## src/rtl/param_ramp_gen.sv

```systemverilog
// Programmable ramp generator: sawtooth up/down, triangle or hold, with a
// shadowed configuration that is committed only at period boundaries.
module param_ramp_gen #(
   parameter int WIDTH  = 16,
   parameter int STEP_W = 8
) (
   input  logic              clk,
   input  logic              rst_n,
   input  logic              en,
   input  logic              restart,
   input  logic              cfg_wr,
   input  logic [1:0]        mode_in,
   input  logic [STEP_W-1:0] step_in,
   input  logic [WIDTH-1:0]  lo_in,
   input  logic [WIDTH-1:0]  hi_in,
   output logic [WIDTH-1:0]  ramp,
   output logic              dir,
   output logic              period_done,
   output logic              cfg_pending,
   output logic              cfg_err
);

   localparam logic [1:0] MODE_UP   = 2'b00;
   localparam logic [1:0] MODE_DOWN = 2'b01;
   localparam logic [1:0] MODE_TRI  = 2'b10;
   localparam logic [1:0] MODE_HOLD = 2'b11;

   typedef enum logic {IDLE = 1'b0, RUN = 1'b1} state_t;

   state_t            state_q, state_d;
   logic [WIDTH-1:0]  ramp_q, ramp_d;
   logic              dir_q, dir_d;
   logic              pd_q, pd_d;
   logic              pend_q, pend_d;
   logic              err_q, err_d;
   logic [1:0]        mode_a_q, mode_a_d, mode_s_q, mode_s_d;
   logic [STEP_W-1:0] step_a_q, step_a_d, step_s_q, step_s_d;
   logic [WIDTH-1:0]  lo_a_q, lo_a_d, lo_s_q, lo_s_d;
   logic [WIDTH-1:0]  hi_a_q, hi_a_d, hi_s_q, hi_s_d;

   logic [WIDTH-1:0]  step_a_ext_s, step_in_ext_s, span_s;
   logic [WIDTH:0]    up_sum_s, lo_step_s;
   logic [WIDTH-1:0]  start_act_s, start_sh_s, step_ramp_s;
   logic              step_dir_s, boundary_s, cfg_valid_s, commit_s;

   // HOLD has no fixed start point, so it resumes from wherever the ramp sits.
   function automatic logic [WIDTH-1:0] start_val(input logic [1:0] mode,
                                                 input logic [WIDTH-1:0] lo,
                                                 input logic [WIDTH-1:0] hi,
                                                 input logic [WIDTH-1:0] cur);
      logic [WIDTH-1:0] v;
      case (mode)
         MODE_UP:   v = lo;
         MODE_TRI:  v = lo;
         MODE_DOWN: v = hi;
         default:   v = cur;
      endcase
      return v;
   endfunction

   assign step_a_ext_s  = WIDTH'(step_a_q);
   assign step_in_ext_s = WIDTH'(step_in);
   assign span_s        = hi_in - lo_in;
   assign up_sum_s      = {1'b0, ramp_q} + {1'b0, step_a_ext_s};
   assign lo_step_s     = {1'b0, lo_a_q} + {1'b0, step_a_ext_s};
   assign start_act_s   = start_val(mode_a_q, lo_a_q, hi_a_q, ramp_q);
   assign start_sh_s    = start_val(mode_s_q, lo_s_q, hi_s_q, ramp_q);
   assign cfg_valid_s   = (lo_in < hi_in) && (step_in != {STEP_W{1'b0}}) &&
                          (step_in_ext_s <= span_s);

   // Candidate next ramp/dir for one enabled step in the active mode.
   always_comb begin
      step_ramp_s = ramp_q;
      step_dir_s  = dir_q;
      boundary_s  = 1'b0;
      case (mode_a_q)
         MODE_UP: begin
            if (up_sum_s > {1'b0, hi_a_q}) begin
               step_ramp_s = lo_a_q;
               boundary_s  = 1'b1;
            end else begin
               step_ramp_s = up_sum_s[WIDTH-1:0];
            end
         end
         MODE_DOWN: begin
            if ({1'b0, ramp_q} < lo_step_s) begin
               step_ramp_s = hi_a_q;
               boundary_s  = 1'b1;
            end else begin
               step_ramp_s = ramp_q - step_a_ext_s;
            end
         end
         MODE_TRI: begin
            if (!dir_q) begin
               if (up_sum_s >= {1'b0, hi_a_q}) begin
                  step_ramp_s = hi_a_q;
                  step_dir_s  = 1'b1;
               end else begin
                  step_ramp_s = up_sum_s[WIDTH-1:0];
               end
            end else begin
               if ({1'b0, ramp_q} <= lo_step_s) begin
                  step_ramp_s = lo_a_q;
                  step_dir_s  = 1'b0;
                  boundary_s  = 1'b1;
               end else begin
                  step_ramp_s = ramp_q - step_a_ext_s;
               end
            end
         end
         default: begin
            step_ramp_s = ramp_q;
         end
      endcase
   end

   // Sequencing: restart beats commit beats step; shadow capture is independent.
   always_comb begin
      state_d  = state_q;
      ramp_d   = ramp_q;
      dir_d    = dir_q;
      pd_d     = 1'b0;
      commit_s = 1'b0;
      if (restart) begin
         commit_s = pend_q;
         ramp_d   = pend_q ? start_sh_s : start_act_s;
         dir_d    = 1'b0;
         state_d  = en ? RUN : IDLE;
      end else if (state_q == IDLE) begin
         commit_s = pend_q;
         if (en) begin
            ramp_d  = pend_q ? start_sh_s : start_act_s;
            dir_d   = 1'b0;
            state_d = RUN;
         end else begin
            ramp_d = ramp_q;
         end
      end else if (!en) begin
         ramp_d = ramp_q;
      end else if (mode_a_q == MODE_HOLD) begin
         commit_s = pend_q;
         ramp_d   = pend_q ? start_sh_s : ramp_q;
         dir_d    = 1'b0;
      end else if (boundary_s && pend_q) begin
         commit_s = 1'b1;
         ramp_d   = start_sh_s;
         dir_d    = 1'b0;
         pd_d     = 1'b1;
      end else begin
         ramp_d = step_ramp_s;
         dir_d  = step_dir_s;
         pd_d   = boundary_s;
      end

      mode_a_d = commit_s ? mode_s_q : mode_a_q;
      step_a_d = commit_s ? step_s_q : step_a_q;
      lo_a_d   = commit_s ? lo_s_q   : lo_a_q;
      hi_a_d   = commit_s ? hi_s_q   : hi_a_q;
      pend_d   = commit_s ? 1'b0     : pend_q;

      mode_s_d = mode_s_q;
      step_s_d = step_s_q;
      lo_s_d   = lo_s_q;
      hi_s_d   = hi_s_q;
      err_d    = err_q;
      if (cfg_wr) begin
         if (cfg_valid_s) begin
            mode_s_d = mode_in;
            step_s_d = step_in;
            lo_s_d   = lo_in;
            hi_s_d   = hi_in;
            pend_d   = 1'b1;
            err_d    = 1'b0;
         end else begin
            err_d = 1'b1;
         end
      end else begin
         err_d = err_q;
      end
   end

   // State, output and configuration registers.
   always_ff @(posedge clk or negedge rst_n) begin
      if (!rst_n) begin
         state_q  <= IDLE;
         ramp_q   <= {WIDTH{1'b0}};
         dir_q    <= 1'b0;
         pd_q     <= 1'b0;
         pend_q   <= 1'b0;
         err_q    <= 1'b0;
         mode_a_q <= MODE_UP;
         step_a_q <= STEP_W'(1);
         lo_a_q   <= {WIDTH{1'b0}};
         hi_a_q   <= {WIDTH{1'b1}};
         mode_s_q <= MODE_UP;
         step_s_q <= STEP_W'(1);
         lo_s_q   <= {WIDTH{1'b0}};
         hi_s_q   <= {WIDTH{1'b1}};
      end else begin
         state_q  <= state_d;
         ramp_q   <= ramp_d;
         dir_q    <= dir_d;
         pd_q     <= pd_d;
         pend_q   <= pend_d;
         err_q    <= err_d;
         mode_a_q <= mode_a_d;
         step_a_q <= step_a_d;
         lo_a_q   <= lo_a_d;
         hi_a_q   <= hi_a_d;
         mode_s_q <= mode_s_d;
         step_s_q <= step_s_d;
         lo_s_q   <= lo_s_d;
         hi_s_q   <= hi_s_d;
      end
   end

   assign ramp        = ramp_q;
   assign dir         = dir_q;
   assign period_done = pd_q;
   assign cfg_pending = pend_q;
   assign cfg_err     = err_q;

endmodule

```

## config.mk

```make
export PLATFORM = sky130hd
export DESIGN_NAME = param_ramp_gen
export DESIGN_NICKNAME = d
export VERILOG_FILES = /design/src/rtl/param_ramp_gen.sv
export SDC_FILE = /design/constraint.sdc
export NUM_CORES = 1
export LEC_CHECK = 0
export CORE_MARGIN = 1
export CORE_UTILIZATION = 29
export DETAILED_ROUTE_END_ITERATION = 6
export GPL_ROUTABILITY_DRIVEN = 0
export GPL_TIMING_DRIVEN = 0
export HOLD_SLACK_MARGIN = 0.08
export PLACE_DENSITY_LB_ADDON = 0.12
export REMOVE_ABC_BUFFERS = 1
export SLEW_MARGIN = 0
export SYNTH_ARGS = -nofsm -noshare
export SYNTH_HDL_FRONTEND = slang
export SYNTH_SLANG_ARGS = --single-unit
```

## constraint.sdc

```tcl
create_clock -name clk -period 5.8 [get_ports clk]
set_input_delay 1.16 -clock clk [delete_from_list [all_inputs] [get_ports clk]]
set_output_delay 1.16 -clock clk [all_outputs]
set_load 0.1 [all_outputs]
```

# Yosys cells after proc, flatten, opt, wreduce, memory -nomap -nowiden
# Cells that the tools add are included.
# word_totals
in_bits	47
elab_cells	92
ff_bits	105
# classes
n_eq_ne	8
n_mux	48
add_sub_neg	4
n_lt_le_gt_ge	6
n_reduce_logical	12
# ops
op	n
$mux W16	13
$pmux W16 S2	2
$pmux W16 S3	1
$add A16 B8 Y17	2
$mux W1	31
$ge A17 B16 Y1	1
$gt A17 B16 Y1	1
$le A16 B17 Y1	1
$lt A16 B17 Y1	1
$le A8 B16 Y1	1
$lt A16 B16 Y1	1
$sub A16 B16 Y16	1
$sub A16 B8 Y16	1
$reduce_bool A8 Y1	1
$ne A7 B2 Y1 const B	1
$eq A2 B2 Y1 const B	3
$ne A5 B2 Y1 const B	1
$eq A2 B1 Y1 const B	2
$logic_not A2 Y1	2
$ne A4 B4 Y1 const B	1
$reduce_and A2 Y1	2
$reduce_or A2 Y1	2
$logic_and A1 B1 Y1	3
$pmux W1 S3	1
2 further kinds	2

# Longest topological paths before layout
# Gate-level depths: netlist of run 1.
# logic_depth
ltp_word	14
depth_mapped	22
mapped_depth_nobuf	20

# Worst setup path after synthesis of run 1
# No wires, ideal clock.
# synth_path
path_kind	register -> register
startpoint	register ramp_q[1] (netlist: ramp[1])
endpoint	register lo_a_q[0]
synth_period_minus_slack_ns	5.169
arrival_ns	5.044
setup_ns	0.125
n_path_buf	1
path_stages_with_launch	19
setup_slack_ns	0.631
required_ns	5.675
cell_sequence	dfrtp_1 -> inv_1 -> fa_1 -> nor2_1 -> o311a_1 -> o21ai_0 -> nor2_1 -> xor2_1 -> ha_1 -> nand4_1 -> nor3_1 -> or4_1 -> o21a_1 -> nor3_1 -> o22ai_1 -> o21a_1 -> o21ai_2 -> buf_2 -> mux2_2
# synth_via
elab_chain_cells	10
elab_cells_between_ends	15
cone_classes	add/sub (1); order compare (3); mux (10); reduce/logical (1)
# synth_lines
item	line_no	text
start: declaration	31	logic [WIDTH-1:0] ramp_q, ramp_d;
start signal: assignment	186	ramp_q <= {WIDTH{1'b0}};
start signal: assignment	201	ramp_q <= ramp_d;
$add A16 B8 Y17 / $le A16 B17 Y1 (equally long branches)	64, 102	
$gt A17 B16 Y1 / $mux W1 (equally long branches)	78, 102	
$mux W1 (on tied branches)	78, 94	
$pmux W1 S3 *	76	case (mode_a_q)
$logic_and A1 B1 Y1 *	144	end else if (boundary_s && pend_q) begin
$mux W1 *	144	
$mux W1 *	140	end else if (mode_a_q == MODE_HOLD) begin
$mux W1 *	138	end else if (!en) begin
$mux W1 *	129	end else if (state_q == IDLE) begin
$mux W1 *	124	if (restart) begin
end signal: assignment	193	lo_a_q <= {WIDTH{1'b0}};
end signal: assignment	208	lo_a_q <= lo_a_d;
end: declaration	38	logic [WIDTH-1:0] lo_a_q, lo_a_d, lo_s_q, lo_s_d;
# Mark *: on every way between the ends. The rest lies on a longest branch, timed or not.
# A chain may end at the register's enable or synchronous reset.

# Worst setup path after layout of run 1
# layout_path
startpoint	register lo_a_q[1]
endpoint	register ramp_q[1] (netlist: ramp[1])
# layout_via
elab_chain_cells	11
elab_cells_between_ends	23
cone_classes	add/sub (1); order compare (2); eq/ne (1); mux (17); reduce/logical (2)
# layout_lines
item	line_no	text
$add A16 B8 Y17	65	assign lo_step_s = {1'b0, lo_a_q} + {1'b0, step_a_ext_s};
$le A16 B17 Y1	102	if ({1'b0, ramp_q} <= lo_step_s) begin
$mux W1	102	
$mux W1	94	if (!dir_q) begin
$pmux W1 S3	76	
$logic_and A1 B1 Y1	144	
$mux W16	144	
$mux W16	140	
$mux W16	138	
$mux W16	129	
$mux W16	124	
# Parallel ways exist; a longest one is shown, timed or not. The select of a mux whose other input is x is not followed.

==> results of run 1 <==
## stage by stage
step	hold WS [ns]	utilization
after floorplan	0.460	-
after global placement	0.471	0.324
after detailed placement	0.472	0.331
after CTS	0.495	0.343
after global routing	0.535	0.346
final	0.493	0.346
## synthesized netlist by cell type (30+ instances only)
cell,number
ha_1,84
a21oi_1,77
inv_1,77
nor2_1,72
dfrtp_1,71
nand2_1,69
o21ai_0,61
mux2_2,46
clkbuf_1,38
dfstp_2,34
mux2_4,30
mux2i_1,30
## layout make-up
type	count	area (sq um)	share of cell area
sequential	105	2670	0.238
tap	442	553	0.0492
inverter	78	293	0.0260
timing repair buffer	82	897	0.0798
clock inverter	7	88.8	0.00790
multi-input combinational	833	6520	0.579
clock buffer	9	225	0.0200
## worst max-delay path by stage
stage,end,slack [ns],cells past startpoint
2_1_floorplan,lo_a_q[0],-0.16,17
4_1_cts,ramp[1],0.08,20
5_1_grt,ramp[1],0.02,20
3_3_place_gp,lo_a_q[8],-1.70,20
6_report,ramp[1],0.26,20
3_5_place_dp,ramp[1],-1.07,17
## cell usage in the layout (no fill, tap or decap), drive strengths merged, types with 16 or more instances in the layout
cell type | Yosys | final
clkdlybuf4s50 | 0 | 65
xor2 | 24 | 24
inv | 77 | 79
nor2 | 74 | 74
dfrtp | 71 | 71
mux2 | 85 | 85
o21ai | 63 | 63
nand3 | 18 | 18
a21oi | 78 | 78
nand2 | 69 | 69
nand4 | 16 | 16
nor3 | 29 | 29
xnor2 | 27 | 27
buf | 20 | 17
mux2i | 30 | 30
dfstp | 34 | 34
ha | 84 | 84
a211oi | 18 | 18
## worst max-delay path, cell delays in order, from the launching register on
cell      delay (ns)
dfrtp_1         0.55
ha_1            0.30
a21o_1          0.17
a21oi_1         0.23
o21bai_1        0.11
a21oi_1         0.25
o21bai_1        0.11
a21oi_1         0.23
o21bai_1        0.20
nand4_1         0.15
xor2_1          0.16
ha_1            0.25
and4_1          0.21
a21boi_0        0.14
o31a_1          0.33
o31ai_4         0.45
a21boi_2        0.19
o311ai_4        0.56
nand2_4         0.28
o221a_2         0.33
o31ai_1         0.24
## timing repair
| item | CTS | global route |
|---|---|---|
| hold endpoints to repair | 0 | 0 |
| buffers inserted | 6 | 0 |
| gates cloned | 0 | 0 |
| endpoints found under the setup margin | 58 | 47 |
| gates resized for setup | 7 | 14 |
| pin swaps | 3 | 1 |
## state kept, by name (all words and copies together) (netlist names)
signal / count
cfg_err: 1
period_done: 1
lo_a_q: 16
step_a_q: 8
mode_s_q: 2
hi_s_q: 16
ramp: 16
mode_a_q: 2
hi_a_q: 16
step_s_q: 8
dir: 1
lo_s_q: 16
state_q: 1
cfg_pending: 1
## logic make-up (layout without fill, tap and decap cells)
group / count (synthesis) / after routing
mux: 115 / 115
buf+inv: 137 / 176
compound gates: 318 / 318
fa+ha+maj: 88 / 88
flops: 105 / 105
simple gates: 261 / 261
xor+xnor: 51 / 51
## layer usage
| layer | GRT usage | part of all wire | vias up |
|---|---|---|---|
| li1 | - | - | 4042 |
| met1 | 0.281 | 0.46 | 4166 |
| met2 | 0.344 | 0.47 | 235 |
| met3 | 0.0293 | 0.051 | 30 |
| met4 | 0.0683 | 0.021 | 0 |
| met5 | 0 | 0 | - |
==> flow_summary.toml, run 1 <==
[outcome]
status = "finished, final reports clean"

[routing]
ant_nets = 0
routedWlPerCell_microns = 22.0
vias = 8473
wl_mm = 34.3
dr.first_iter.drc_count = 498
drc = 0
drt_pass1_iterations = 5
routed_via_density = 5.45

[clocking]
clk_pin_slew_ns = 0.08
cts_root_buf = "clkbuf_16"
clk_latency_ns = 0.37
cts_hold_buf = 0
clkSinkCount = 105
cts_max_level = 3
max-clock-path-buffers = 2
cts_tree = "done"
numCtsBuffers = 9

[worst_setup_path]
crit_fanout = 12
required_ns = 6.06
critPathLaunch = "lo_a_q[1]"
r2r-end = "ramp[1]"
startpoint_type = "flip-flop"
r2r-start = "lo_a_q[1]"
r2r_cells = 20
cp.arrival_ns = 5.80
cp-end-kind = "flip-flop"
critical_path_class = "flip-flop to flip-flop"
rrSetupSlack_ns = 0.26

[grt]
grt_pass1_wl_mm = 52.7
overflow = 0
grt_max_degree = 76
first_global_vias = 8344
grt_usage = 0.209
antenna_found_initial = 0

[synthesis]
ys_seq_area_frac = 0.278
ys_ff_latch = 105
synth_edf_count = 0
synth-xor-area-share = 0.0465
synthCells = 1075
synthAdderAreaFrac = 0.118
netlist_area_sq_um = 9600
ys.flop_type = "dfrtp_1"
async_flop_share = 1.00
synth_area_leaders = "dfrtp_1, ha_1, dfstp_2"
synth.distinct_cells = 81
synthMuxAreaShare = 0.143
synth.top_cell.area_share = 0.185
yosysTopAreaCell = "dfrtp_1"
synth-simple-area-share = 0.131
avgSynthCellArea_sq_um = 8.93
synth_compound_area_frac = 0.225
synth_warnings = 0
synth_top_family_by_area = "compound AO/OA/AOI/OAI gates"

[sta]
fin_crit_ns = 5.54
hold_viol = 0
slew_viol_final = 0
tightest_slew_ns = 1.28
skew_ns = 0.0161
rsz0062_at_grt = "no"
period_share = 0.956
fin_ws_ns = 0.257
finalSetupViolCount = 0
fin_tns_setup_ns = 0
max_freq_mhz = 180
relSlewSlack = 0.145

[run]
cap_violations = 0

[die]
coreArea_sq_um = 32500
die-area_sq_um = 33800
chipHeight_microns = 184
rows = 66
start_util = 0.295
pin_count = 67
die_x_microns = 184

[placement]
dpl_cell_area_sq_um = 10800
io_buffers = 66
hpwl_mm = 26.0
dp_cells = 1534
post-place-ws_ns = -1.07

[final_layout]
n_fill_cell = 3348
final_nets = 1244
final_cell_area_sq_um = 11200
area.growth.synth_to_final_pct = 17.1
instances_no_fill = 1556
diodes = 0
drive_above_1_share = 0.154

[min_path]
hp-start = "cfg_err"
min_path_type = "flip-flop to flip-flop"
holdPathStages = 1
whs_endpoint = "cfg_err"
Power of run 1 is not shown: default switching activity piles up to over one toggle a cycle in this logic, so the estimate is an artifact.
==> inputs of run 2 (changes only) <==
Settings changed: CTS_CLUSTER_DIAMETER set to 80.
Clock period 5.8 ns to 4.5 ns, I/O delays scaled along.
==> run 2 against run 1 <==
Against the previous run:
- the flow now finishes with violations (setup timing)
- count of clock-buffer cells in the layout unchanged
- setup slack worse by 0.68 ns
- routed wire length up 7.0%
- global-route usage up 1.1 points
- largest cell class unchanged
- cell area up 12%
- register-to-register slack worse by 0.68 ns
- critical path depth up 5
- sequential share of layout area down 2.4 points
- via count up 4.7%
- non-clock buffer count up 72
==> flow_summary.toml, run 2 (synthesis results as in run 1) <==
[outcome]
status = "finished, violations left"
violations = "setup timing"

[placement]
post-place-ws_ns = -2.37
io_buffers = 66
dp_cells = 1534
hpwl_mm = 26.0

[final_layout]
instances_no_fill = 1629
diodes = 0
area.growth.synth_to_final_pct = 31.0
drive_above_1_share = 0.270
layout_commonest_cell = "inv_1"
n_fill_cell = 3261
mostFrequentLayoutCells = "inv_1, ha_1, a21oi_1, nor2_1, nand2_1"
final_nets = 1317

[sta]
fin_ws_ns = -0.424
period_share = 1.09
skew_ns = 0.0136
holdWs_ns = 0.417
max_freq_mhz = 203
finalSetupViolCount = 59
slew_viol_final = 0
tightest_slew_ns = 1.29
fin_tns_setup_ns = -20.99
relSlewSlack = 0.138
rsz0062_at_grt = "yes"
fin_crit_ns = 4.92
hold_viol = 0

[routing]
drt_pass1_iterations = 5
ant_nets = 0
wl_mm = 36.7
vias = 8874
drc = 0
dr.first_iter.drc_count = 533
routedWlPerCell_microns = 22.5
routed_via_density = 5.45

[worst_setup_path]
cp-end-kind = "flip-flop"
crit_top_cell = "a21oi_2"
crit_fanout = 7
critPathSlowestCell = "dfstp_2"
startpoint_type = "flip-flop"
cp.arrival_ns = 5.17
required_ns = 4.75
slowest_delay_ns = 0.62
critical_path_class = "flip-flop to flip-flop"

[clocking]
cts_max_level = 3
numCtsBuffers = 9
clk_latency_ns = 0.37
cts_hold_buf = 0
cts_tree = "done"
max-clock-path-buffers = 2
clk_pin_slew_ns = 0.08
clkSinkCount = 105
cts_root_buf = "clkbuf_16"

[grt]
grt_max_degree = 76
grt_pass1_wl_mm = 55.3
antenna_found_initial = 0
first_global_vias = 8748
overflow = 0
grt_usage = 0.221

[die]
pin_count = 67
start_util = 0.295
die_x_microns = 184
chipHeight_microns = 184
die-area_sq_um = 33800
coreArea_sq_um = 32500
rows = 66

[min_path]
min_path_type = "primary input to asynchronous set/reset pin"

[run]
cap_violations = 0
==> run 2: cell types whose count changed in the layout (fill, tap and decap cells not counted), moves of 5 or more <==
cell / previous run / this run
buf_12: 2 / 11
buf_6: 5 / 20
dfrtp_2: 1 / 9
o41ai_1: 8 / 3
o21ai_0: 57 / 50
buf_4: 5 / 50
nor2_1: 72 / 67
dfrtp_1: 70 / 62
o41ai_2: 0 / 5
ha_4: 0 / 7
ha_1: 83 / 73
==> run 2: per-layer routing <==
metal | wire length, microns | global-route usage | vias to the layer above
li1 | - | - | 4192
met1 | 16500 | 0.292 | 4384
met2 | 17000 | 0.355 | 242
met3 | 1730 | 0.0321 | 56
met4 | 1390 | 0.0967 | 0
met5 | 0 | 0 | -
==> run 2: path summary, 6_finish.rpt <==
| path | endpoint | cells after the start | slack, ns | from |
|---|---|---|---|---|
| min reg2reg | cfg_err | 1 | 0.49 | cfg_err |
| max reg2reg | lo_a_q[12] | 25 | -0.42 | step_a_q[0] |
| min in group clk | cfg_err | 1 | 0.49 | cfg_err |
| max | lo_a_q[12] | 25 | -0.42 | step_a_q[0] |
| min | lo_s_q[11] | 1 | 0.42 | rst_n |
| max in group asynchronous | hi_a_q[3] | 2 | 3.33 | rst_n |
==> run 2: timing repair <==
action                     4_1_cts  5_1_grt
gates resized for setup        114       48
pin swaps                       46       46
buffers inserted                54       23
gates cloned                     4        1
setup endpoints to repair      104      101
==> run 2: through the flow <==
| stage | instance area (sq um) | utilization |
|---|---|---|
| after floorplan | 9330 | - |
| after global placement | 10500 | 0.324 |
| after detailed placement | 10800 | 0.331 |
| after CTS | 12200 | 0.374 |
| after global routing | 12600 | 0.386 |
| final | 12600 | 0.386 |
==> run 2: final cells by class <==
cell class / instances / area, sq um / share of cell area
Timing Repair Buffer: 154 / 1680 / 0.134
Inverter: 78 / 293 / 0.0233
Clock inverter: 7 / 88.8 / 0.00706
Sequential cell: 105 / 2680 / 0.213
Multi-Input combinational cell: 834 / 7050 / 0.561
Tap cell: 442 / 553 / 0.0440
Clock buffer: 9 / 225 / 0.0179
==> run 2: critical path, delay by kind of cell, from the launching register on <==
family | cells | cell delay [ns]
adders and majority gates | 2 | 0.46
and+or+nand+nor | 2 | 0.28
muxes | 1 | 0.33
AOI/OAI and AO/OA | 14 | 2.11
xor gates and xnor gates | 1 | 0.17
buffers and inverters | 5 | 0.82
DFF | 1 | 0.62
Power of run 2 is left out for the same reason.
